**src/rtl/calc_arbiter.sv**
```systemverilog
// Two-requester round-robin front end sharing one registered-operand calculator.
// Commands are accepted in IDLE, computed in EXEC and held in HOLD until the consumer takes them.
module calc_arbiter #(
    parameter int unsigned W = 16
) (
    input  logic         clk,
    input  logic         reset,
    input  logic         req0_valid,
    output logic         req0_ready,
    input  logic [2:0]   req0_op,
    input  logic [W-1:0] req0_a,
    input  logic [W-1:0] req0_b,
    input  logic         req1_valid,
    output logic         req1_ready,
    input  logic [2:0]   req1_op,
    input  logic [W-1:0] req1_a,
    input  logic [W-1:0] req1_b,
    output logic         res_valid,
    input  logic         res_ready,
    output logic         res_id,
    output logic [W-1:0] res_r,
    output logic         res_ovf,
    output logic         busy,
    output logic [7:0]   ovf_count
);

    localparam logic [W-1:0] MIN_NEG = {1'b1, {(W-1){1'b0}}};

    typedef enum logic [1:0] {
        S_IDLE = 2'd0,
        S_EXEC = 2'd1,
        S_HOLD = 2'd2
    } state_t;

    state_t       r_state;
    state_t       w_next;
    logic         r_last;
    logic [2:0]   r_op;
    logic [W-1:0] r_a;
    logic [W-1:0] r_b;
    logic         r_id;
    logic         r_res_valid;
    logic         r_res_id;
    logic [W-1:0] r_res_r;
    logic         r_res_ovf;
    logic         r_busy;
    logic [7:0]   r_ovf_count;

    logic         w_grant_any;
    logic         w_grant_id;
    logic         w_res_fire;
    logic [W-1:0] w_x;
    logic [W-1:0] w_y;
    logic [W-1:0] w_abs_in;
    logic [W-1:0] w_calc_r;
    logic         w_calc_ovf;

    // Next-state, round-robin grant and combinational readys
    always_comb begin
        w_next      = r_state;
        req0_ready  = 1'b0;
        req1_ready  = 1'b0;
        w_grant_any = 1'b0;
        w_grant_id  = 1'b0;
        w_res_fire  = 1'b0;
        case (r_state)
            S_IDLE: begin
                if (req0_valid || req1_valid) begin
                    w_grant_any = 1'b1;
                    // r_last=1 means requester 1 was served last, so 0 wins contention
                    w_grant_id  = (req0_valid && req1_valid) ? ~r_last : req1_valid;
                    req0_ready  = ~w_grant_id;
                    req1_ready  = w_grant_id;
                    w_next      = S_EXEC;
                end
            end
            S_EXEC: begin
                w_next = S_HOLD;
            end
            S_HOLD: begin
                if (res_ready) begin
                    w_res_fire = 1'b1;
                    w_next     = S_IDLE;
                end
            end
            default: begin
                w_next = S_IDLE;
            end
        endcase
    end

    // Shared calculator: op[2] swaps operands, op[1] selects abs, op[0] selects subtract
    always_comb begin
        w_x        = r_op[2] ? r_b : r_a;
        w_y        = r_op[2] ? r_a : r_b;
        w_abs_in   = r_op[2] ? r_a : r_b;
        w_calc_r   = '0;
        w_calc_ovf = 1'b0;
        if (r_op[1]) begin
            if (w_abs_in[W-1]) begin
                w_calc_r   = W'(0) - w_abs_in;
                w_calc_ovf = (w_abs_in == MIN_NEG);
            end else begin
                w_calc_r   = w_abs_in;
            end
        end else if (r_op[0]) begin
            w_calc_r   = w_x - w_y;
            w_calc_ovf = (w_x[W-1] != w_y[W-1]) && (w_calc_r[W-1] != w_x[W-1]);
        end else begin
            w_calc_r   = w_x + w_y;
            w_calc_ovf = (w_x[W-1] == w_y[W-1]) && (w_calc_r[W-1] != w_x[W-1]);
        end
    end

    always_ff @(posedge clk) begin
        if (reset) begin
            r_state     <= S_IDLE;
            r_last      <= 1'b1;
            r_op        <= '0;
            r_a         <= '0;
            r_b         <= '0;
            r_id        <= 1'b0;
            r_res_valid <= 1'b0;
            r_res_id    <= 1'b0;
            r_res_r     <= '0;
            r_res_ovf   <= 1'b0;
            r_busy      <= 1'b0;
            r_ovf_count <= '0;
        end else begin
            r_state <= w_next;
            r_busy  <= (w_next != S_IDLE);
            if (w_grant_any) begin
                r_op   <= w_grant_id ? req1_op : req0_op;
                r_a    <= w_grant_id ? req1_a  : req0_a;
                r_b    <= w_grant_id ? req1_b  : req0_b;
                r_id   <= w_grant_id;
                r_last <= w_grant_id;
            end
            if (r_state == S_EXEC) begin
                r_res_r     <= w_calc_r;
                r_res_ovf   <= w_calc_ovf;
                r_res_id    <= r_id;
                r_res_valid <= 1'b1;
            end
            if (w_res_fire) begin
                r_res_valid <= 1'b0;
                if (r_res_ovf && (r_ovf_count != 8'hFF)) begin
                    r_ovf_count <= r_ovf_count + 8'd1;
                end
            end
        end
    end

    assign res_valid = r_res_valid;
    assign res_id    = r_res_id;
    assign res_r     = r_res_r;
    assign res_ovf   = r_res_ovf;
    assign busy      = r_busy;
    assign ovf_count = r_ovf_count;

endmodule
```
**config.mk**
```make
export PLATFORM = sky130hd
export DESIGN_NAME = calc_arbiter
export DESIGN_NICKNAME = d
export VERILOG_FILES = /design/src/rtl/calc_arbiter.sv
export SDC_FILE = /design/constraint.sdc
export NUM_CORES = 1
export LEC_CHECK = 0
export BUFFER_PORTS_ARGS = -buffer_cell sky130_fd_sc_hd__buf_2
export CORE_UTILIZATION = 55
export DETAILED_ROUTE_END_ITERATION = 16
export GPL_ROUTABILITY_DRIVEN = 0
export GPL_TIMING_DRIVEN = 0
export PLACE_DENSITY = 0.78
export SLEW_MARGIN = 25
export SYNTH_ARGS = -nofsm -noshare
export SYNTH_HDL_FRONTEND = slang
export SYNTH_SLANG_ARGS = --single-unit
export TNS_END_PERCENT = 5
```
**constraint.sdc**
```tcl
create_clock -name clk -period 5.8 [get_ports clk]
set_input_delay 0.58 -clock clk [delete_from_list [all_inputs] [get_ports clk]]
set_output_delay 0.58 -clock clk [all_outputs]
set_load 0.03 [all_outputs]
```
# After elaboration in Yosys (flattened, before gate mapping)
# Index checks and enable logic that the tools add are counted.
# totals
in_bits	75
wordCells	58
regBits	67
# op_classes
reduce_logical	9
n_bitwise	2
n_eq_ne	8
n_addsub	4
muxes	23
# ops
cell	count
$mux 16	7
$add 16x16->16	1
$eq 16x16->1 const B	1
$sub 1x16->16 const A	1
$sub 16x16->16	1
$mux 1	12
$add 8x1->8 const B	1
$ne 8x8->1 const B	1
$pmux 2 s3	1
$logic_and 1x1->1	4
$mux 2	2
$mux 3	1
$ne 1x1->1	3
$eq 2x1->1 const B	1
$eq 2x2->1 const B	1
$logic_not 2->1	1
$not 1->1	2
$reduce_and 2->1	1
$reduce_bool 2->1	1
$reduce_or 2->1	1
$eq 1x1->1	1
$logic_or 1x1->1	1

# Logic depth before layout (Yosys ltp)
# Gate-level depths: netlist of run 1.
# depth
word_depth	6
ltp_mapped	15
depth_no_buf	12

# Worst setup path before layout of run 1
# Ideal clock, no wire load.
# synth_path
path_kind	register -> register
startpoint	register r_op[2]
endpoint	register r_res_r[9], in the netlist res_r[9]
path_slack_ps	2175
n_path_buf	3
period_less_slack_ps	3625
arrival_time_ps	3557
stages_incl_launch_ff	14
cell_sequence	dfxtp_1 buf_2 buf_1 buf_1 mux2i_1 inv_1 ha_1 nor2b_1 o2111ai_1 nand3_1 a2111oi_0 o31ai_1 a211o_1 a21oi_2
# synth_between
elab_chain_cells	4
word_cells_on_any_way	8
# synth_lines
element	line	text
start, declared	38	logic [2:0] r_op;
start signal, assigned	133	r_op <= w_grant_id ? req1_op : req0_op;
$mux 16, on equally long branches	94, 95, 96	
$add 16x16->16, or another cell as far along	110	w_calc_r = w_x + w_y;
$mux 16, on equally long branches	106, 100	
$mux 16 *	99	if (r_op[1]) begin
end signal, assigned	140	r_res_r <= w_calc_r;
end, declared	44	logic [W-1:0] r_res_r;
# Every way passes the cells marked *; elsewhere a longest branch is shown, timed or not.
# A chain may end at the register's enable or synchronous reset.

# Final worst setup path of run 1
# Same ends and word-level chain as after synthesis.

==> impl_metrics.prom, run 1 <==
# TYPE chip_impl_metric gauge
chip_impl_metric{name="tns",unit="ps"} 0
chip_impl_metric{name="finalCriticalPeriod",unit="ps"} 4530
chip_impl_metric{name="detail_route.first_pass.iterations",unit=""} 8
chip_impl_metric{name="floorplan.initialDensity",unit="%"} 58.1
chip_impl_metric{name="sequentialPowerShare",unit="%"} 32.8
chip_impl_metric{name="place_hpwl",unit="mm"} 12.8
chip_impl_metric{name="fin_hold_ws",unit="ps"} 454
chip_impl_metric{name="syn_to_final_growth",unit="%"} 16.0
chip_impl_metric{name="cap_viol_max_count",unit=""} 0
chip_impl_metric{name="synth.cell_area",unit="mm2"} 0.00516
chip_impl_metric{name="cts_max_path_buffers",unit=""} 2
chip_impl_metric{name="max-vdd-ir-drop",unit="mV"} 0.149
chip_impl_metric{name="netSwitchingFraction",unit="%"} 43.1
chip_impl_metric{name="synthesis.nets",unit=""} 758
chip_impl_metric{name="grt_pass1_wl",unit="mm"} 26.4
chip_impl_info{name="list_of_most_frequent_post_synthesis_cells",value="dfxtp_1 (67), a21oi_1 (59), nand2_1 (59)"} 1
chip_impl_metric{name="synth_seq_area_share",unit="%"} 26.0
chip_impl_metric{name="antenna_found_initial",unit=""} 0
chip_impl_info{name="yosys_most_used_dff",value="dfxtp_1"} 1
chip_impl_metric{name="ys.warnings.count",unit=""} 0
chip_impl_info{name="crit_slowest_cell",value="a2111oi_0"} 1
chip_impl_metric{name="viasPerCell",unit=""} 6.42
chip_impl_metric{name="register_area",unit="mm2"} 0.00134
chip_impl_metric{name="synth_enable_flop_cells",unit=""} 0
chip_impl_metric{name="critical_path.max_fanout",unit=""} 10
chip_impl_metric{name="multiplexer_area_fraction_after_synthesis",unit="%"} 9.11
chip_impl_info{name="min_path_type",value="register to register"} 1
chip_impl_metric{name="grt.total_usage",unit="%"} 34.4
chip_impl_metric{name="max_slew.worst_pin.slew",unit="ps"} 769
chip_impl_metric{name="cts_resized",unit=""} 0
chip_impl_metric{name="placed_cell_area",unit="mm2"} 0.00582
chip_impl_metric{name="synth_largest_type_area_fraction",unit="%"} 26.0
chip_impl_metric{name="via_count_of_the_first_global_routing_pass",unit=""} 5333
chip_impl_metric{name="post_synth_xor_area_fraction",unit="%"} 4.58
chip_impl_metric{name="syn_area_per_cell",unit="um2"} 7.95
chip_impl_metric{name="cts_max_level",unit=""} 3
chip_impl_info{name="synth_area_leaders",value="dfxtp_1 (26%), ha_1 (7.5%), mux2i_1 (6.0%)"} 1
chip_impl_info{name="setup.worst_path.end_class",value="register"} 1
chip_impl_info{name="main_combinational_cell_family_by_area_after_synthesis",value="compound AO/OA/AOI/OAI gates"} 1
chip_impl_info{name="status",value="finished, final reports clean"} 1
chip_impl_metric{name="core_area",unit="mm2"} 0.00889
chip_impl_info{name="synth_area_leader_cell",value="dfxtp_1"} 1
chip_impl_metric{name="place_inst",unit=""} 861
chip_impl_metric{name="worst_path_largest_cell_delay",unit="ps"} 590
chip_impl_metric{name="combPwrFrac",unit="%"} 45.4
chip_impl_metric{name="grt_start_max_net_pins",unit=""} 14
chip_impl_metric{name="finish.net_count",unit=""} 872
chip_impl_metric{name="p_leak",unit="nW"} 2.53
chip_impl_info{name="criticalPathCategory",value="register to register"} 1
chip_impl_metric{name="top_level_ports",unit=""} 105
chip_impl_metric{name="power.clock.fraction",unit="%"} 21.8
chip_impl_metric{name="postSynth.asyncResetShare",unit="%"} 0
chip_impl_info{name="worstSetupStartpointType",value="register"} 1
chip_impl_metric{name="route.vias.total",unit=""} 5629
chip_impl_metric{name="cellPowerDensity",unit="mW/mm2"} 279
chip_impl_metric{name="worst_slew_margin_rel",unit="%"} 48.7
chip_impl_metric{name="cts_inserted_buffers",unit=""} 9
chip_impl_metric{name="nFillCells",unit=""} 749
chip_impl_info{name="clockRootBuffer",value="clkbuf_8"} 1
chip_impl_metric{name="floorplan.die.width",unit="um"} 98.9
chip_impl_metric{name="cts.hold.buffers_added",unit=""} 0
chip_impl_info{name="unrepaired_setup_endpoints_after_global_routing",value="no"} 1
chip_impl_metric{name="synth_compound_gate_area_share",unit="%"} 26.7
chip_impl_info{name="crit_top_cell",value="buf_1"} 1
chip_impl_metric{name="maxSlewViolCount",unit=""} 0
chip_impl_metric{name="net_switching_power",unit="uW"} 721
chip_impl_metric{name="buffer_ports.inserted",unit=""} 103
chip_impl_metric{name="synth_simple_gate_area_share",unit="%"} 19.3
chip_impl_metric{name="postRouteAntennaNets",unit=""} 0
chip_impl_metric{name="worst-endpoint-arrival",unit="ps"} 4830
chip_impl_metric{name="final_hold_viol_count",unit=""} 0
chip_impl_metric{name="dr.first_iter.drc_count",unit=""} 423
chip_impl_metric{name="synth_seq_cells",unit=""} 67
chip_impl_metric{name="diodes",unit=""} 0
chip_impl_metric{name="synth_cell_types",unit=""} 75
chip_impl_info{name="crit_path_cell_trace",value="buf_2, buf_1, buf_1, mux2i_1, inv_1, ha_1, nor2b_1, o2111ai_1, nand3_1, a2111oi_0, o31ai_1, a211o_1, a21oi_2"} 1
chip_impl_metric{name="clock.fmax",unit="GHz"} 0.221
chip_impl_metric{name="layout-drive-gt1-share",unit="%"} 20.4
chip_impl_metric{name="min_period_over_period",unit="%"} 78.1
chip_impl_metric{name="skew",unit="ps"} 12.3
chip_impl_metric{name="routed_wire_length_per_instance",unit="um"} 18.8
chip_impl_metric{name="floorplan.die_area",unit="mm2"} 0.00978
chip_impl_metric{name="clk_pin_slew",unit="ps"} 90
chip_impl_metric{name="grt-ovfl-total",unit=""} 0
chip_impl_info{name="tritoncts_clock_tree",value="built"} 1
chip_impl_metric{name="multiInputGateArea",unit="mm2"} 0.00351
chip_impl_info{name="synthMostInstantiatedCell",value="dfxtp_1"} 1
chip_impl_metric{name="layout.cell_area.non_filler",unit="mm2"} 0.00599
chip_impl_metric{name="finalWirelength",unit="mm"} 16.5
chip_impl_metric{name="required",unit="ps"} 6090
chip_impl_metric{name="synth_cells",unit=""} 650
chip_impl_metric{name="die_height",unit="um"} 98.9
chip_impl_metric{name="postCtsSetupBuffers",unit=""} 0
chip_impl_metric{name="num_rows",unit=""} 34
chip_impl_metric{name="residual_drc_count",unit=""} 0
chip_impl_metric{name="fin_cells",unit=""} 877
chip_impl_metric{name="yosys.area_share.adder",unit="%"} 8.28
chip_impl_metric{name="clock_sink_count",unit=""} 67
chip_impl_metric{name="setup-violations-final",unit=""} 0
chip_impl_metric{name="post-route-util",unit="%"} 67.4
chip_impl_metric{name="intPower",unit="uW"} 953
chip_impl_metric{name="worst_skew_pair.late_latency",unit="ps"} 360
[cells in the final DEF (no fill, tap or decap), types with 8 or more instances in the layout]
master / synthesis / layout
buf_2: 8 / 111
dfxtp_1: 67 / 67
nand2_1: 59 / 59
a21oi_1: 59 / 59
nor2_1: 51 / 51
clkbuf_1: 33 / 33
mux2i_1: 31 / 31
inv_1: 31 / 31
ha_1: 31 / 31
o221ai_1: 30 / 30
o21ai_0: 25 / 25
nor3_1: 20 / 20
xnor2_1: 18 / 18
a211oi_1: 16 / 16
mux2_2: 13 / 13
a31oi_1: 10 / 10
xor2_1: 9 / 9
clkbuf_8: 0 / 9
o211ai_1: 8 / 8
nand2b_1: 8 / 8
[state kept, by name (all words and copies together) (netlist names), 2 cells and up]
name and count:
r_a 16, r_b 16, res_r 16, ovf_count 8, r_op 3, r_state 2
[routing by layer]
| metal | vias up | track usage, % | routed length [um] |
|---|---|---|---|
| li1 | 2624 | - | - |
| met1 | 2577 | 45.3 | 6910 |
| met2 | 375 | 56.6 | 7410 |
| met3 | 53 | 4.82 | 1630 |
| met4 | 0 | 13.8 | 538 |
| met5 | - | 0 | 0 |
[stage by stage]
step	power (mW)	worst slack, ps
final	1.67	1270
after global routing	1.76	875
after CTS	1.65	1370
after detailed placement	1.29	1410
after global placement	1.27	1530
after floorplan	1.09	2180
[worst paths after layout]
check | start | to | depth (start not counted) | slack (ps)
max reg2reg | r_op[2] | res_r[9] | 13 | 1270
max | r_op[2] | res_r[9] | 13 | 1270
min | res_r[0] | res_r[0] | 2 | 450
min reg2reg | res_r[0] | res_r[0] | 2 | 450
[final cells by class]
type | instances | area share, %
multi-input cells | 505 | 58.6
plain buffers | 47 | 3.30
flip-flops and latches | 67 | 22.4
inverters | 31 | 1.94
clock inverters | 7 | 0.856
well taps | 108 | 2.26
repair buffers | 103 | 8.60
clock buffers | 9 | 2.07
[critical path: cells and delay by family (launching register included)]
family	cells	cell delay [ps]
AO/OA/AOI/OAI	5	1560
buffers and inverters	4	1380
flip-flops	1	430
multiplexers	1	380
AND/OR/NAND/NOR	2	370
adder cells (fa/ha/maj)	1	320
[power by group through the flow]
stage	Clock (mW)	Sequential [mW]	Combinational [mW]
global route	0.383	0.555	0.827
CTS	0.364	0.548	0.742
floorplan	0	0.578	0.516
global placement	0	0.555	0.717
finish	0.364	0.550	0.760
detailed placement	0	0.558	0.735
[cell families (layout without fill, tap and decap cells)]
kind of cell / Yosys count / after routing
AOI/OAI and AO/OA: 203 / 203
and+or+nand+nor: 197 / 197
buffers and inverters: 78 / 197
DFF: 67 / 67
muxes: 45 / 45
adders and majority gates: 33 / 33
xor gates and xnor gates: 27 / 27
Note: power is estimated with default switching activity, not from simulation.
==> run 2, diff against run 1 <==
==> constraint.sdc (replaced) <==
create_clock -name clk -period 4.65 [get_ports clk]
set_input_delay 0.465 -clock clk [delete_from_list [all_inputs] [get_ports clk]]
set_output_delay 0.465 -clock clk [all_outputs]
set_load 0.03 [all_outputs]
==> impl_metrics.prom, run 2 (same netlist as run 1, synthesis figures left out) <==
# TYPE chip_impl_metric gauge
chip_impl_metric{name="register_area",unit="mm2"} 0.00134
chip_impl_metric{name="critical_path.max_fanout",unit=""} 10
chip_impl_metric{name="via_count_of_the_first_global_routing_pass",unit=""} 5333
chip_impl_metric{name="place_hpwl",unit="mm"} 12.8
chip_impl_metric{name="cts_max_path_buffers",unit=""} 2
chip_impl_metric{name="antenna_found_initial",unit=""} 0
chip_impl_metric{name="layout-drive-gt1-share",unit="%"} 20.7
chip_impl_metric{name="clock.fmax",unit="GHz"} 0.230
chip_impl_metric{name="power.clock.fraction",unit="%"} 21.8
chip_impl_metric{name="max-vdd-ir-drop",unit="mV"} 0.186
chip_impl_metric{name="die_height",unit="um"} 98.9
chip_impl_metric{name="nFillCells",unit=""} 750
chip_impl_metric{name="required",unit="ps"} 4930
chip_impl_metric{name="cts_max_level",unit=""} 3
chip_impl_info{name="setup.worst_path.end_class",value="register"} 1
chip_impl_info{name="status",value="finished, final reports clean"} 1
chip_impl_metric{name="floorplan.die_area",unit="mm2"} 0.00978
chip_impl_metric{name="buffer_ports.inserted",unit=""} 103
chip_impl_metric{name="residual_drc_count",unit=""} 0
chip_impl_info{name="crit_top_cell",value="a31oi_1"} 1
chip_impl_metric{name="diodes",unit=""} 0
chip_impl_metric{name="worst-endpoint-arrival",unit="ps"} 4630
chip_impl_info{name="startpoint",value="r_op[2]"} 1
chip_impl_metric{name="layout.cell_area.non_filler",unit="mm2"} 0.00600
chip_impl_metric{name="grt_pass1_wl",unit="mm"} 26.4
chip_impl_info{name="critical_path.top_delay_family",value="buffers and inverters"} 1
chip_impl_info{name="crit_slowest_cell",value="or4b_1"} 1
chip_impl_metric{name="routed_wire_length_per_instance",unit="um"} 18.8
chip_impl_metric{name="placed_cell_area",unit="mm2"} 0.00582
chip_impl_metric{name="intPower",unit="mW"} 1.19
chip_impl_metric{name="grt.total_usage",unit="%"} 34.4
chip_impl_metric{name="cts.hold.buffers_added",unit=""} 0
chip_impl_metric{name="grt-ovfl-total",unit=""} 0
chip_impl_metric{name="num_rows",unit=""} 34
chip_impl_metric{name="worst_slew_margin_rel",unit="%"} 49.4
chip_impl_metric{name="final_hold_viol_count",unit=""} 0
chip_impl_metric{name="skew",unit="ps"} 11.3
chip_impl_metric{name="worst_path_largest_cell_delay",unit="ps"} 460
chip_impl_metric{name="p_leak",unit="nW"} 2.54
chip_impl_info{name="most-common-layout-cells",value="buf_2 (111), dfxtp_1 (67), nand2_1 (59), a21oi_1 (59), nor2_1 (51)"} 1
chip_impl_metric{name="floorplan.initialDensity",unit="%"} 58.1
chip_impl_metric{name="sequentialPowerShare",unit="%"} 32.8
chip_impl_metric{name="worst_skew_pair.late_latency",unit="ps"} 360
chip_impl_metric{name="top_level_ports",unit=""} 105
chip_impl_info{name="r2r_start",value="r_op[2]"} 1
chip_impl_metric{name="maxSlewViolCount",unit=""} 0
chip_impl_metric{name="combPwrFrac",unit="%"} 45.4
chip_impl_metric{name="postRouteAntennaNets",unit=""} 0
chip_impl_metric{name="viasPerCell",unit=""} 6.40
chip_impl_info{name="clockRootBuffer",value="clkbuf_8"} 1
chip_impl_metric{name="cellPowerDensity",unit="mW/mm2"} 348
chip_impl_info{name="most_frequent_standard_cell_in_the_layout_excluding_fill_and_tap_cells",value="buf_2"} 1
chip_impl_metric{name="clk_pin_slew",unit="ps"} 90
chip_impl_metric{name="floorplan.die.width",unit="um"} 98.9
chip_impl_metric{name="min_period_over_period",unit="%"} 93.5
chip_impl_metric{name="cap_viol_max_count",unit=""} 0
chip_impl_info{name="crit_path_cell_trace",value="buf_2, buf_1, clkbuf_2, mux2i_1, inv_1, ha_1, nor2b_1, o2111ai_1, a31oi_1, o211ai_1, and3b_1, or4b_1, a31oi_1"} 1
chip_impl_metric{name="cts_inserted_buffers",unit=""} 9
chip_impl_info{name="criticalPathCategory",value="register to register"} 1
chip_impl_metric{name="dr.first_iter.drc_count",unit=""} 371
chip_impl_metric{name="tns",unit="ps"} 0
chip_impl_metric{name="finish.net_count",unit=""} 872
chip_impl_metric{name="multiInputGateArea",unit="mm2"} 0.00352
chip_impl_info{name="hp-start",value="res_ready"} 1
chip_impl_metric{name="setup-violations-final",unit=""} 0
chip_impl_metric{name="finalCriticalPeriod",unit="ps"} 4350
chip_impl_info{name="min_path_type",value="input port to register"} 1
chip_impl_metric{name="grt_start_max_net_pins",unit=""} 14
chip_impl_metric{name="postCtsSetupBuffers",unit=""} 0
chip_impl_metric{name="clock_sink_count",unit=""} 67
chip_impl_metric{name="net_switching_power",unit="uW"} 901
chip_impl_metric{name="core_area",unit="mm2"} 0.00889
chip_impl_info{name="worstSetupStartpointType",value="register"} 1
chip_impl_metric{name="max_slew.worst_pin.slew",unit="ps"} 760
chip_impl_metric{name="route.vias.total",unit=""} 5614
chip_impl_metric{name="detail_route.first_pass.iterations",unit=""} 5
chip_impl_metric{name="cp.buffers_inverters",unit=""} 4
chip_impl_metric{name="netSwitchingFraction",unit="%"} 43.1
chip_impl_metric{name="syn_to_final_growth",unit="%"} 16.2
chip_impl_metric{name="finalWirelength",unit="mm"} 16.5
chip_impl_info{name="tritoncts_clock_tree",value="built"} 1
[run 2: cell types whose count changed in the layout (fill, tap and decap cells not counted)]
| cell | delta |
|---|---|
| a2111oi_0 | -1 |
| a2111oi_1 | +1 |
| a221oi_1 | -1 |
| a221oi_2 | +1 |
| buf_1 | -1 |
| clkbuf_2 | +1 |
[run 2: repair_timing]
action / in CTS / in global routing
hold endpoints to repair: 0 / 0
resized for setup: 0 / 3
endpoints found under the setup margin: 0 / 3
[run 2: final cells by class]
type / count / area share, %
Multi-Input combinational cell: 505 / 58.6
Timing Repair Buffer: 103 / 8.59
Clock buffer: 9 / 2.06
Inverter: 31 / 1.94
Tap cell: 108 / 2.25
Buffer: 47 / 3.32
Sequential cell: 67 / 22.4
Clock inverter: 7 / 0.855
[run 2: stage by stage]
stage          hold slack (ps)  instances  utilization (%)  setup WS [ps]  power [mW]
4_1_cts                    400        877             67.4            218        2.06
2_1_floorplan              432        650                -           1030        1.36
5_1_grt                    432        877             67.5          -5.93        2.20
6_report                   410        877             67.5            301        2.09
3_3_place_gp               438        861             65.4            380        1.59
3_5_place_dp               448        861             65.4            257        1.61
[run 2: path summary, 6_finish.rpt]
path / depth (start not counted) / slack (ps) / end
max reg2reg: 13 / 300 / res_ovf
max: 13 / 300 / res_ovf
min: 3 / 410 / r_state[1]
min reg2reg: 2 / 450 / res_id
[run 2: power groups by stage]
stage                     logic [mW]  clock network, mW  registers (mW)
after floorplan                0.643                  0           0.721
after global placement         0.894                  0           0.693
after detailed placement       0.917                  0           0.696
after CTS                      0.925              0.454           0.683
after global routing            1.03              0.478           0.692
final                          0.949              0.455           0.686
[run 2: worst register-to-register path: cells and delay by family (launching register included)]
kind | cells | cell delay, ps
flip-flops | 1 | 430
AO/OA/AOI/OAI | 4 | 1050
buffers and inverters | 4 | 1230
AND/OR/NAND/NOR | 3 | 890
multiplexers | 1 | 350
adder cells (fa/ha/maj) | 1 | 310
[run 2: per-layer routing]
layer	vias to the layer above	wire (um)	global-route usage, %
met2	337	7520	56.6
met5	-	0	0
met4	0	480	13.8
met1	2602	6930	45.3
li1	2631	-	-
met3	44	1530	4.82
==> run 3, diff against run 2 <==
--- a/config.mk
+++ b/config.mk
@@ -6,11 +6,14 @@
 export NUM_CORES = 1
 export LEC_CHECK = 0
 export BUFFER_PORTS_ARGS = -buffer_cell sky130_fd_sc_hd__buf_2
+export CORE_ASPECT_RATIO = 0.7
 export CORE_UTILIZATION = 55
 export DETAILED_ROUTE_END_ITERATION = 16
 export GPL_ROUTABILITY_DRIVEN = 0
 export GPL_TIMING_DRIVEN = 0
+export MAX_ROUTING_LAYER = met4
 export PLACE_DENSITY = 0.78
+export RECOVER_POWER = 25
 export SLEW_MARGIN = 25
 export SYNTH_ARGS = -nofsm -noshare
 export SYNTH_HDL_FRONTEND = slang
==> impl_metrics.prom, run 3 (same netlist as run 1, synthesis figures left out) <==
# TYPE chip_impl_metric gauge
chip_impl_metric{name="max_slew.worst_pin.slew",unit="ps"} 895
chip_impl_metric{name="required",unit="ps"} 4920
chip_impl_info{name="criticalPathCategory",value="register to register"} 1
chip_impl_metric{name="core_area",unit="mm2"} 0.00907
chip_impl_info{name="most-common-layout-cells",value="buf_2 (88), dfxtp_1 (67), nand2_1 (59), a21oi_1 (59), clkbuf_1 (56)"} 1
chip_impl_metric{name="diodes",unit=""} 0
chip_impl_metric{name="finish.net_count",unit=""} 871
chip_impl_metric{name="finalWirelength",unit="mm"} 16.8
chip_impl_info{name="status",value="finished, final reports clean"} 1
chip_impl_metric{name="antenna_found_initial",unit=""} 0
chip_impl_metric{name="worst_path_largest_cell_delay",unit="ps"} 550
chip_impl_metric{name="die_height",unit="um"} 83.1
chip_impl_metric{name="num_rows",unit=""} 29
chip_impl_metric{name="postRouteAntennaNets",unit=""} 0
chip_impl_metric{name="cts_resized",unit=""} 0
chip_impl_metric{name="floorplan.initialDensity",unit="%"} 56.9
chip_impl_metric{name="min_period_over_period",unit="%"} 89.0
chip_impl_info{name="setup.worst_path.end_class",value="register"} 1
chip_impl_metric{name="routed_wire_length_per_instance",unit="um"} 18.9
chip_impl_metric{name="grt_start_max_net_pins",unit=""} 14
chip_impl_metric{name="p_leak",unit="nW"} 2.50
chip_impl_metric{name="floorplan.die.width",unit="um"} 118
chip_impl_metric{name="worst-endpoint-arrival",unit="ps"} 4410
chip_impl_metric{name="cts_max_path_buffers",unit=""} 2
chip_impl_info{name="clockRootBuffer",value="clkbuf_16"} 1
chip_impl_metric{name="max-vdd-ir-drop",unit="mV"} 0.223
chip_impl_metric{name="top_level_ports",unit=""} 105
chip_impl_metric{name="syn_to_final_growth",unit="%"} 18.2
chip_impl_metric{name="ff2ff_path_depth",unit=""} 12
chip_impl_metric{name="nFillCells",unit=""} 769
chip_impl_metric{name="worst_skew_pair.late_latency",unit="ps"} 340
chip_impl_metric{name="clock.fmax",unit="GHz"} 0.242
chip_impl_info{name="timing.rr.end",value="res_ovf"} 1
chip_impl_metric{name="detail_route.first_pass.iterations",unit=""} 6
chip_impl_metric{name="cellPowerDensity",unit="mW/mm2"} 383
chip_impl_info{name="tritoncts_clock_tree",value="built"} 1
chip_impl_metric{name="dr.first_iter.drc_count",unit=""} 666
chip_impl_metric{name="maxSlewViolCount",unit=""} 0
chip_impl_metric{name="worst_slew_margin_rel",unit="%"} 40.4
chip_impl_metric{name="setup-violations-final",unit=""} 0
chip_impl_metric{name="layout-drive-gt1-share",unit="%"} 17.6
chip_impl_info{name="critical_path.top_delay_family",value="compound AO/OA/AOI/OAI gates"} 1
chip_impl_info{name="crit_top_cell",value="mux2i_1"} 1
chip_impl_metric{name="residual_drc_count",unit=""} 0
chip_impl_metric{name="reg2reg_setup_slack",unit="ps"} 510
chip_impl_metric{name="buffer_ports.inserted",unit=""} 103
chip_impl_info{name="worst_hold_path.endpoint",value="r_state[1]"} 1
chip_impl_metric{name="place_hpwl",unit="mm"} 12.7
chip_impl_info{name="most_frequent_standard_cell_in_the_layout_excluding_fill_and_tap_cells",value="buf_2"} 1
chip_impl_metric{name="total_power",unit="mW"} 2.33
chip_impl_metric{name="hold_path_depth",unit=""} 3
chip_impl_metric{name="grt.total_usage",unit="%"} 35.1
chip_impl_metric{name="route.vias.total",unit=""} 5667
chip_impl_metric{name="critical_path.max_fanout",unit=""} 19
chip_impl_metric{name="floorplan.die_area",unit="mm2"} 0.00979
chip_impl_metric{name="viasPerCell",unit=""} 6.35
chip_impl_metric{name="cts.hold.buffers_added",unit=""} 0
chip_impl_metric{name="cts_max_level",unit=""} 3
chip_impl_metric{name="grt_pass1_wl",unit="mm"} 26.4
chip_impl_metric{name="tns",unit="ps"} 0
chip_impl_info{name="unrepaired_setup_endpoints_after_global_routing",value="no"} 1
chip_impl_metric{name="finalCriticalPeriod",unit="ps"} 4140
chip_impl_metric{name="postCtsSetupBuffers",unit=""} 0
chip_impl_info{name="min_path_type",value="input port to register"} 1
chip_impl_metric{name="cp.buffers_inverters",unit=""} 3
chip_impl_metric{name="final_hold_viol_count",unit=""} 0
chip_impl_info{name="crit_slowest_cell",value="a221oi_1"} 1
chip_impl_info{name="hp-start",value="res_ready"} 1
chip_impl_metric{name="skew",unit="ps"} 4.97
chip_impl_metric{name="clk_pin_slew",unit="ps"} 60
chip_impl_metric{name="cts_inserted_buffers",unit=""} 9
chip_impl_metric{name="via_count_of_the_first_global_routing_pass",unit=""} 5176
chip_impl_metric{name="clock_sink_count",unit=""} 67
chip_impl_info{name="worstSetupStartpointType",value="register"} 1
chip_impl_info{name="r2r_start",value="r_op[2]"} 1
chip_impl_info{name="crit_path_cell_trace",value="buf_2, clkbuf_2, mux2i_1, inv_1, ha_1, nand2b_1, a221oi_1, o211ai_2, o21ai_0, mux2i_1, a211o_1, a31oi_1"} 1
chip_impl_metric{name="grt-ovfl-total",unit=""} 0
chip_impl_metric{name="cap_viol_max_count",unit=""} 0
==> run 3: worst max path at each step <==
stage | startpoint | end | cells after the start
floorplan | r_op[2] | res_r[9] | 13
global placement | r_op[2] | res_ovf | 13
detailed placement | r_op[2] | res_ovf | 13
CTS | r_op[2] | res_ovf | 13
global route | r_op[2] | res_ovf | 12
finish | r_op[2] | res_ovf | 12
==> run 3: power breakdown <==
group	internal [mW]	switching, mW
combinational	0.355	0.592
sequential	0.632	0.0575
clock	0.418	0.280
==> run 3: metal layers <==
layer,vias to the layer above,part of all wire (%),track usage (%),routed length (um)
li1,2638,-,-,-
met1,2654,45,48.7,7560
met2,343,43,50.9,7290
met3,32,10,7.14,1690
met4,0,1.7,10.8,293
met5,-,0,-,0
==> run 3: cell type report <==
class	instances	area (um2)	area share, %
buffer	46	195	3.20
clock buffer	9	225	3.69
clock inverter	7	73.8	1.21
inverter	31	116	1.91
multi-input combinational	505	3510	57.5
sequential	67	1340	22.0
tap	124	155	2.54
timing repair buffer	103	487	7.97
==> run 3: per-stage QoR <==
| stage | setup slack (ps) | area (um2) | std cells | utilization, % | hold WS [ps] |
|---|---|---|---|---|---|
| finish | 510 | 6100 | 892 | 67.3 | 437 |
| global route | 333 | 6100 | 892 | 67.3 | 446 |
| CTS | 57.4 | 6130 | 893 | 67.6 | 435 |
| detailed placement | 127 | 5840 | 877 | 64.3 | 444 |
| global placement | 252 | 5840 | 877 | 64.3 | 439 |
| floorplan | 1030 | 5160 | 650 | - | 432 |
==> run 3: tightest hold or removal path: cells and delay by family <==
kind                   cells  cell delay (ps)
AND/OR/NAND/NOR            1              110
AO/OA/AOI/OAI              1               60
buffers and inverters      1               90
